`src/rtl/mem_defines.sv`:
```
// ============================================================================
//  Package     : mem_defines
//  Description : Shared request/response types for the TCM port arbiter.
//  Contents    : TCM_NUM_PORTS constant, tcm_req_t, tcm_rsp_t.
//  Revision    : 1.0  initial release
// ============================================================================
`default_nettype none

package mem_defines;

   localparam int TCM_NUM_PORTS = 2;

   typedef struct packed {
      logic [31:0] addr;
      logic [31:0] wdata;
      logic [3:0]  wstrb;
   } tcm_req_t;

   typedef struct packed {
      logic [31:0] rdata;
      logic        err;
   } tcm_rsp_t;

endpackage : mem_defines

`default_nettype wire

```
`src/rtl/tcm_rsp_slot.sv`:
```
// ============================================================================
//  Module      : tcm_rsp_slot
//  Description : Per-port response tracker. Remembers what was granted last
//                cycle (inflight / write / error) and holds the response in a
//                one-entry slot when the requester back-pressures.
//  Ports       : clk_i, rst_n_i        clock, async active-low reset
//                grant_i              port granted this cycle
//                grant_wr_i           granted request is a write
//                grant_err_i          granted request is out of range
//                rsp_ready_i          requester accepts response
//                ram_rdata_i          RAM registered read data
//                eligible_o           port may be granted this cycle
//                rsp_valid_o/rdata_o/err_o  response to requester
//  Revision    : 1.0  initial release
// ============================================================================
`default_nettype none

module tcm_rsp_slot
   import mem_defines::*;
(
   input  logic        clk_i,
   input  logic        rst_n_i,
   input  logic        grant_i,
   input  logic        grant_wr_i,
   input  logic        grant_err_i,
   input  logic        rsp_ready_i,
   input  logic [31:0] ram_rdata_i,
   output logic        eligible_o,
   output logic        rsp_valid_o,
   output logic [31:0] rsp_rdata_o,
   output logic        rsp_err_o
);

   logic     r_inflight;
   logic     r_is_wr;
   logic     r_err;
   logic     r_hold_vld;
   tcm_rsp_t r_hold;
   tcm_rsp_t w_live;

   // Writes and errors never expose RAM data (read-first old word stays hidden).
   always_comb begin
      w_live.rdata = (r_is_wr || r_err) ? 32'h0 : ram_rdata_i;
      w_live.err   = r_err;
   end

   // A draining hold slot keeps the port ineligible for the whole cycle.
   assign eligible_o = ~r_hold_vld & (~r_inflight | rsp_ready_i);

   always_comb begin
      rsp_valid_o = 1'b0;
      rsp_rdata_o = 32'h0;
      rsp_err_o   = 1'b0;
      if (r_hold_vld) begin
         rsp_valid_o = 1'b1;
         rsp_rdata_o = r_hold.rdata;
         rsp_err_o   = r_hold.err;
      end else if (r_inflight) begin
         rsp_valid_o = 1'b1;
         rsp_rdata_o = w_live.rdata;
         rsp_err_o   = w_live.err;
      end
   end

   always_ff @(posedge clk_i or negedge rst_n_i) begin
      if (!rst_n_i) begin
         r_inflight <= 1'b0;
         r_is_wr    <= 1'b0;
         r_err      <= 1'b0;
         r_hold_vld <= 1'b0;
         r_hold     <= '0;
      end else begin
         r_inflight <= grant_i;
         if (grant_i) begin
            r_is_wr <= grant_wr_i;
            r_err   <= grant_err_i;
         end
         if (r_hold_vld) begin
            if (rsp_ready_i) r_hold_vld <= 1'b0;
         end else if (r_inflight && !rsp_ready_i) begin
            r_hold_vld <= 1'b1;
            r_hold     <= w_live;
         end
      end
   end

endmodule : tcm_rsp_slot

`default_nettype wire

```
`src/rtl/tcm_port_arbiter.sv`:
```
// ============================================================================
//  Module      : tcm_port_arbiter
//  Description : Two-requester arbiter/sequencer for one TCM RAM port.
//                Port 0 = data side, port 1 = instruction side. At most one
//                grant per cycle; responses return 1 cycle after grant, with
//                a per-port hold slot absorbing back-pressure. Out-of-range
//                addresses get an error response and never reach the RAM.
//  Config      : TCM_ARB_FIXED_PRIO_EN defined -> port 0 always wins;
//                undefined -> round-robin.
//  Ports       : clk_i, rst_n_i; reqN_* request channel; rspN_* response
//                channel; ram_* RAM port (1-cycle registered read).
//  Revision    : 1.0  initial release
// ============================================================================
`default_nettype none

module tcm_port_arbiter
   import mem_defines::*;
#(
   parameter int ADDR_WIDTH = 16
) (
   input  logic                  clk_i,
   input  logic                  rst_n_i,
   input  logic                  req0_valid_i,
   output logic                  req0_ready_o,
   input  logic [31:0]           req0_addr_i,
   input  logic [31:0]           req0_wdata_i,
   input  logic [3:0]            req0_wstrb_i,
   output logic                  rsp0_valid_o,
   input  logic                  rsp0_ready_i,
   output logic [31:0]           rsp0_rdata_o,
   output logic                  rsp0_err_o,
   input  logic                  req1_valid_i,
   output logic                  req1_ready_o,
   input  logic [31:0]           req1_addr_i,
   input  logic [31:0]           req1_wdata_i,
   input  logic [3:0]            req1_wstrb_i,
   output logic                  rsp1_valid_o,
   input  logic                  rsp1_ready_i,
   output logic [31:0]           rsp1_rdata_o,
   output logic                  rsp1_err_o,
   output logic [ADDR_WIDTH-1:0] ram_addr_o,
   output logic [31:0]           ram_wdata_o,
   output logic [3:0]            ram_wr_o,
   input  logic [31:0]           ram_rdata_i
);

   tcm_req_t              w_req0_s, w_req1_s, w_sel;
   logic                  w_elig0, w_elig1;
   logic                  w_want0, w_want1;
   logic                  w_gnt0, w_gnt1;
   logic                  w_oor0, w_oor1, w_sel_oor;
   logic                  w_ram_go;
   logic [ADDR_WIDTH-1:0] w_sel_word;
   logic [ADDR_WIDTH-1:0] r_ram_addr;
   logic [31:0]           r_ram_wdata;
   logic                  w_unused_addr_lsb;

   assign w_req0_s = '{addr: req0_addr_i, wdata: req0_wdata_i, wstrb: req0_wstrb_i};
   assign w_req1_s = '{addr: req1_addr_i, wdata: req1_wdata_i, wstrb: req1_wstrb_i};

   assign w_oor0 = |req0_addr_i[31:ADDR_WIDTH];
   assign w_oor1 = |req1_addr_i[31:ADDR_WIDTH];

   // Grants are forced low during reset so nothing is accepted or written.
   assign w_want0 = rst_n_i & req0_valid_i & w_elig0;
   assign w_want1 = rst_n_i & req1_valid_i & w_elig1;

`ifdef TCM_ARB_FIXED_PRIO_EN
   assign w_gnt0 = w_want0;
   assign w_gnt1 = w_want1 & ~w_want0;
`else
   // r_last_grant = 1 means port 1 was granted last, so port 0 wins next tie.
   logic r_last_grant;

   assign w_gnt0 = w_want0 & (~w_want1 | r_last_grant);
   assign w_gnt1 = w_want1 & (~w_want0 | ~r_last_grant);

   always_ff @(posedge clk_i or negedge rst_n_i) begin
      if (!rst_n_i)
         r_last_grant <= 1'b1;
      else if (w_gnt0 || w_gnt1)
         r_last_grant <= w_gnt1;
   end
`endif

   assign req0_ready_o = w_gnt0;
   assign req1_ready_o = w_gnt1;

   // RAM mux: the selected request only drives the RAM when in range.
   assign w_sel      = w_gnt1 ? w_req1_s : w_req0_s;
   assign w_sel_oor  = w_gnt1 ? w_oor1 : w_oor0;
   assign w_ram_go   = (w_gnt0 | w_gnt1) & ~w_sel_oor;
   assign w_sel_word = {2'b00, w_sel.addr[ADDR_WIDTH-1:2]};
   assign w_unused_addr_lsb = ^w_sel.addr[1:0];

   assign ram_addr_o  = w_ram_go ? w_sel_word  : r_ram_addr;
   assign ram_wdata_o = w_ram_go ? w_sel.wdata : r_ram_wdata;
   assign ram_wr_o    = w_ram_go ? w_sel.wstrb : 4'h0;

   always_ff @(posedge clk_i or negedge rst_n_i) begin
      if (!rst_n_i) begin
         r_ram_addr  <= '0;
         r_ram_wdata <= 32'h0;
      end else if (w_ram_go) begin
         r_ram_addr  <= w_sel_word;
         r_ram_wdata <= w_sel.wdata;
      end
   end

   tcm_rsp_slot u_slot0 (
      .clk_i       (clk_i),
      .rst_n_i     (rst_n_i),
      .grant_i     (w_gnt0),
      .grant_wr_i  (|req0_wstrb_i),
      .grant_err_i (w_oor0),
      .rsp_ready_i (rsp0_ready_i),
      .ram_rdata_i (ram_rdata_i),
      .eligible_o  (w_elig0),
      .rsp_valid_o (rsp0_valid_o),
      .rsp_rdata_o (rsp0_rdata_o),
      .rsp_err_o   (rsp0_err_o)
   );

   tcm_rsp_slot u_slot1 (
      .clk_i       (clk_i),
      .rst_n_i     (rst_n_i),
      .grant_i     (w_gnt1),
      .grant_wr_i  (|req1_wstrb_i),
      .grant_err_i (w_oor1),
      .rsp_ready_i (rsp1_ready_i),
      .ram_rdata_i (ram_rdata_i),
      .eligible_o  (w_elig1),
      .rsp_valid_o (rsp1_valid_o),
      .rsp_rdata_o (rsp1_rdata_o),
      .rsp_err_o   (rsp1_err_o)
   );

endmodule : tcm_port_arbiter

`default_nettype wire
```
`config.mk`:
```
export PLATFORM = sky130hd
export DESIGN_NAME = tcm_port_arbiter
export DESIGN_NICKNAME = d
export VERILOG_FILES = /design/src/rtl/mem_defines.sv /design/src/rtl/tcm_rsp_slot.sv /design/src/rtl/tcm_port_arbiter.sv
export SDC_FILE = /design/constraint.sdc
export NUM_CORES = 1
export LEC_CHECK = 0
export BUFFER_PORTS_ARGS = -buffer_cell sky130_fd_sc_hd__buf_2
export CORE_MARGIN = 2
export CORE_UTILIZATION = 30
export CTS_CLUSTER_DIAMETER = 50
export DETAILED_ROUTE_END_ITERATION = 10
export HOLD_SLACK_MARGIN = 0.05
export PLACE_DENSITY = 0.62
export SETUP_SLACK_MARGIN = 0.1
export SYNTH_ARGS = -nofsm -noshare
export SYNTH_HDL_FRONTEND = slang
export SYNTH_SLANG_ARGS = --single-unit
```
`constraint.sdc`:
```
create_clock -name clk_i -period 2.6 [get_ports clk_i]
set_input_delay 0.52 -clock clk_i [delete_from_list [all_inputs] [get_ports clk_i]]
set_output_delay 0.52 -clock clk_i [all_outputs]
set_load 0.01 [all_outputs]
```
==> run summary <==
The die boundary height is approximately 150 um. The sum of negative setup slack came out at -11.50 ns. After synthesis, the mean cell area works out to around 9.1 um^2.

Timing would allow up to 0.345 GHz. The number of library cell types mapped by synthesis came out at 30. In this run the worst path has a maximum fanout of 12. The number of antenna violations at the first check in global routing came out at 4. Registers take 3080 um^2.

The clock slew at the register clock pins of the worst setup and hold paths is 0.05 ns. Across every metal layer, demand over resource in global routing totals 0.238. The floorplan core area came out at between 20000 and 25000 um^2. Pin placement for this block handled 296 I/O pins.

In this run the number of H-tree levels came out at 4. The post-place instance area came out at 8480 um^2. The worst reg-to-reg setup slack is 0.12 ns. The area of the mapped netlist came out at 6320 um^2. Leaving out fill and tap cells, the most frequent cell in the layout is sky130_fd_sc_hd__buf_2. The routed design has 26.6 mm of wire.

The highest-delay cell along the critical path is sky130_fd_sc_hd__or3_4. The pre-CTS worst setup slack came out at -0.428 ns. In this run, CTS created clock tree buffers numbering 17.

The worst slack on hold paths is 0.211 ns. The checks that failed: setup timing. The final cell count without fillers came out at 1334.

The period utilization is 1.12. The mean routed wirelength per cell came out at approximately 20 um. The leakage dissipation came out at between 4 and 5 nW. By startpoint and endpoint, the worst setup path is classified as flip-flop to output pin. The cell sitting at the root of the clock tree is a sky130_fd_sc_hd__clkbuf_16. The number of buffers on the longest clock path came out at 2. The final routed DRC violation total came out at 0. The clock tree from TritonCTS is done.

At the worst endpoint, the required time is 2.08 ns. The layout filler cell count is slightly below 2000. In the synthesized netlist, the number of instances is approximately 700. Across the run, the number of max-cap violations was 0. The worst path setup slack after routing came out at -0.300 ns. Clock latency on the worst-skew pair, taken at its later pin, is 0.42 ns. The first global-routing pass estimated 40.6 mm of wire. For this run, the register share of the synthesized area comes to 0.487.

The largest incremental delay on the critical path came out at 0.45 ns. The run finished, with violations left. The sum of overflow across all layers after global routing came out at 0.

The initial standard-cell utilization of the core came out at 0.303. The total power is 5.00 mW. The setup-violating endpoint count in the final report is 52. The type of the most critical hold path is primary input to asynchronous set/reset pin. When the netlist entered floorplanning its net count stood at 869. The final instance area came out at 10400 um^2. The number of global-route vias before repair was 7082.

Summed over all nets, the half-perimeter wirelength after detailed placement is around 15 mm. The actual transition at the worst max-transition pin is 0.647 ns. The power density over the cells came out at approximately 480 nW/um^2.

The worst pin sits at a relative slew slack of 0.569. The via count is 7222. In this run the critical register-to-register path is captured at r_ram_wdata[29]. The die span in x came out at between 100 and 150 um. The final clock skew is between 0.01 and 0.015 ns.

The flip-flop and latch count after synthesis is 123. The hold violation count in the final report is 0. Subtracting the final worst setup slack from the clock period gives 2.90 ns. The routability congestion estimate from global placement came out at 0.947.

The first-pass iteration count of the detailed router is 6. The number of DRC violations after detailed-routing iteration 0 is 490. The site row count is between 50 and 60. The number of hold buffers added after cts came out at 0. In the final layout, the share of cells above drive strength 1 is 0.482.

The top cell types in the final layout, fill and taps aside, are sky130_fd_sc_hd__buf_2 (281), sky130_fd_sc_hd__nand2_1 (133), sky130_fd_sc_hd__dfrtp_1 (120). Including well taps, the total number of placed cells is 1236. The count of nets left with antenna violations once routing finished came out at 0. The number of sinks handled by clock tree synthesis came out at 123. Compared with the post-synthesis result, the final layout area differs by 64.4%. The worst reg-to-reg path cell count is 11. Traced cell by cell, the critical path runs through nor2b_4 > nand4bb_4 > or3_4 > buf_6 > buf_12 > a311oi_2 > buf_2.

The number of nets in the layout came out at 1218. The die covers 22200 um^2. VDD sags by at most between 400 and 500 uV. The pin count of the biggest net entering global routing is 65. The number of pins with negative max-slew slack in the final report was 0. The critical path capture point type is an output pin. The arrival time of data at the critical path endpoint is 2.38 ns. At the end of the flow the core is filled with cells to 0.499. The type of element launching the critical path is a flip-flop. The per-cell via count in the routed design is about 5.4. The multi-input gate area in the final layout came out at 3360 um^2.

Setup repair after global routing could not meet its margin everywhere. In this run the critical register-to-register path is launched from u_slot0.r_inflight. The total of buffers placed on input and output ports came out at between 200 and 300. During synthesis, Yosys emitted a total of 0 warnings.
==> area by class of cell <==
cell class | instances | area share
clock buffers | 23 | 0.0460
well taps | 275 | 0.0331
flip-flops and latches | 123 | 0.297
diodes | 4 | 0.000964
clock inverters | 7 | 0.00651
repair buffers | 407 | 0.277
multi-input cells | 449 | 0.323
inverters | 46 | 0.0166
==> synthesized netlist by cell type <==
cell                        number  area (um^2)
sky130_fd_sc_hd__mux2_1          4         45.0
sky130_fd_sc_hd__inv_1          46          173
sky130_fd_sc_hd__nor2_1          4         15.0
sky130_fd_sc_hd__nor3_1          2         10.0
sky130_fd_sc_hd__nor4b_1         2         17.5
sky130_fd_sc_hd__nand4_1         2         12.5
sky130_fd_sc_hd__or4_1           2         15.0
sky130_fd_sc_hd__a311oi_2        7          105
sky130_fd_sc_hd__buf_6           1         11.3
sky130_fd_sc_hd__or3_1           2         12.5
sky130_fd_sc_hd__a22o_1         68          596
sky130_fd_sc_hd__or2_2           2         12.5
sky130_fd_sc_hd__buf_2           5         25.0
sky130_fd_sc_hd__o21ai_0         5         25.0
sky130_fd_sc_hd__o21a_1          2         15.0
sky130_fd_sc_hd__o21ai_1        62          310
sky130_fd_sc_hd__clkbuf_1       70          263
sky130_fd_sc_hd__nand4bb_1       1         11.3
sky130_fd_sc_hd__buf_1           1         3.75
sky130_fd_sc_hd__nand2_1       133          499
sky130_fd_sc_hd__dfrtp_1       122         3050
sky130_fd_sc_hd__a311oi_1       39          342
sky130_fd_sc_hd__nor4_1        100          626
sky130_fd_sc_hd__nand4b_1        2         17.5
sky130_fd_sc_hd__or3b_1          2         17.5
sky130_fd_sc_hd__nand2b_1        1         6.26
sky130_fd_sc_hd__and3_1          2         12.5
sky130_fd_sc_hd__nor4b_2         1         15.0
sky130_fd_sc_hd__dfstp_2         1         26.3
sky130_fd_sc_hd__nor2b_1         4         25.0
==> critical path: cells and delay by family (launching register included) <==
kind                   cells  cell delay, ns
AO/OA/AOI/OAI              1            0.27
buffers and inverters      3            0.50
flip-flops                 1            0.38
AND/OR/NAND/NOR            3            0.81
==> kinds of logic (layout without fill, tap and decap cells) <==
group,count (synthesis),in the layout,synth area share
AND/OR/NAND/NOR,262,262,0.210
flip-flops,123,123,0.487
other,0,4,0
buffers and inverters,123,483,0.0753
multiplexers,4,4,0.00713
AO/OA/AOI/OAI,183,183,0.220
==> power by group <==
| part | switching, mW | internal, mW | total, mW | leakage (nW) |
|---|---|---|---|---|
| clock | 0.872 | 1.38 | 2.25 | 0.261 |
| sequential | 0.0512 | 2.00 | 2.06 | 1.43 |
| combinational | 0.404 | 0.297 | 0.701 | 3.04 |
| total | 1.33 | 3.68 | 5.00 | 4.73 |
==> what timing repair did <==
action                                  4_1_cts  5_1_grt
cloned                                       13        2
resized for setup                            88       19
endpoints found under the setup margin      117      113
pin swaps                                    81       16
setup buffers                                51        1
==> sequential cells by signal, indices dropped and copies added, names as in the netlist, 16 cells and up <==
name / count
u_slot0.r_hold: 33
r_ram_wdata: 32
r_ram_addr: 16
u_slot1.r_hold: 33
==> metal layers <==
metal,global-route usage,routed length (um),share of wire
met1,0.327,11300,0.43
met3,0.0465,1970,0.074
met2,0.375,12500,0.47
met4,0.0829,787,0.030
met5,0,0,0
==> how the worst max path moves through the flow <==
stage	start	to	slack (ns)	cells after the start
after floorplan	req0_addr_i[29]	ram_addr_o[10]	0.03	7
after CTS	req1_addr_i[22]	ram_wdata_o[5]	-0.24	9
after detailed placement	req1_addr_i[21]	ram_wdata_o[30]	-0.43	8
final	u_slot1.r_inflight	ram_addr_o[6]	-0.30	7
after global placement	req0_addr_i[28]	ram_wdata_o[8]	-0.37	7
after global routing	u_slot1.r_inflight	ram_wdata_o[5]	-0.35	7
No activity file was read; power rests on OpenSTA's default activity.
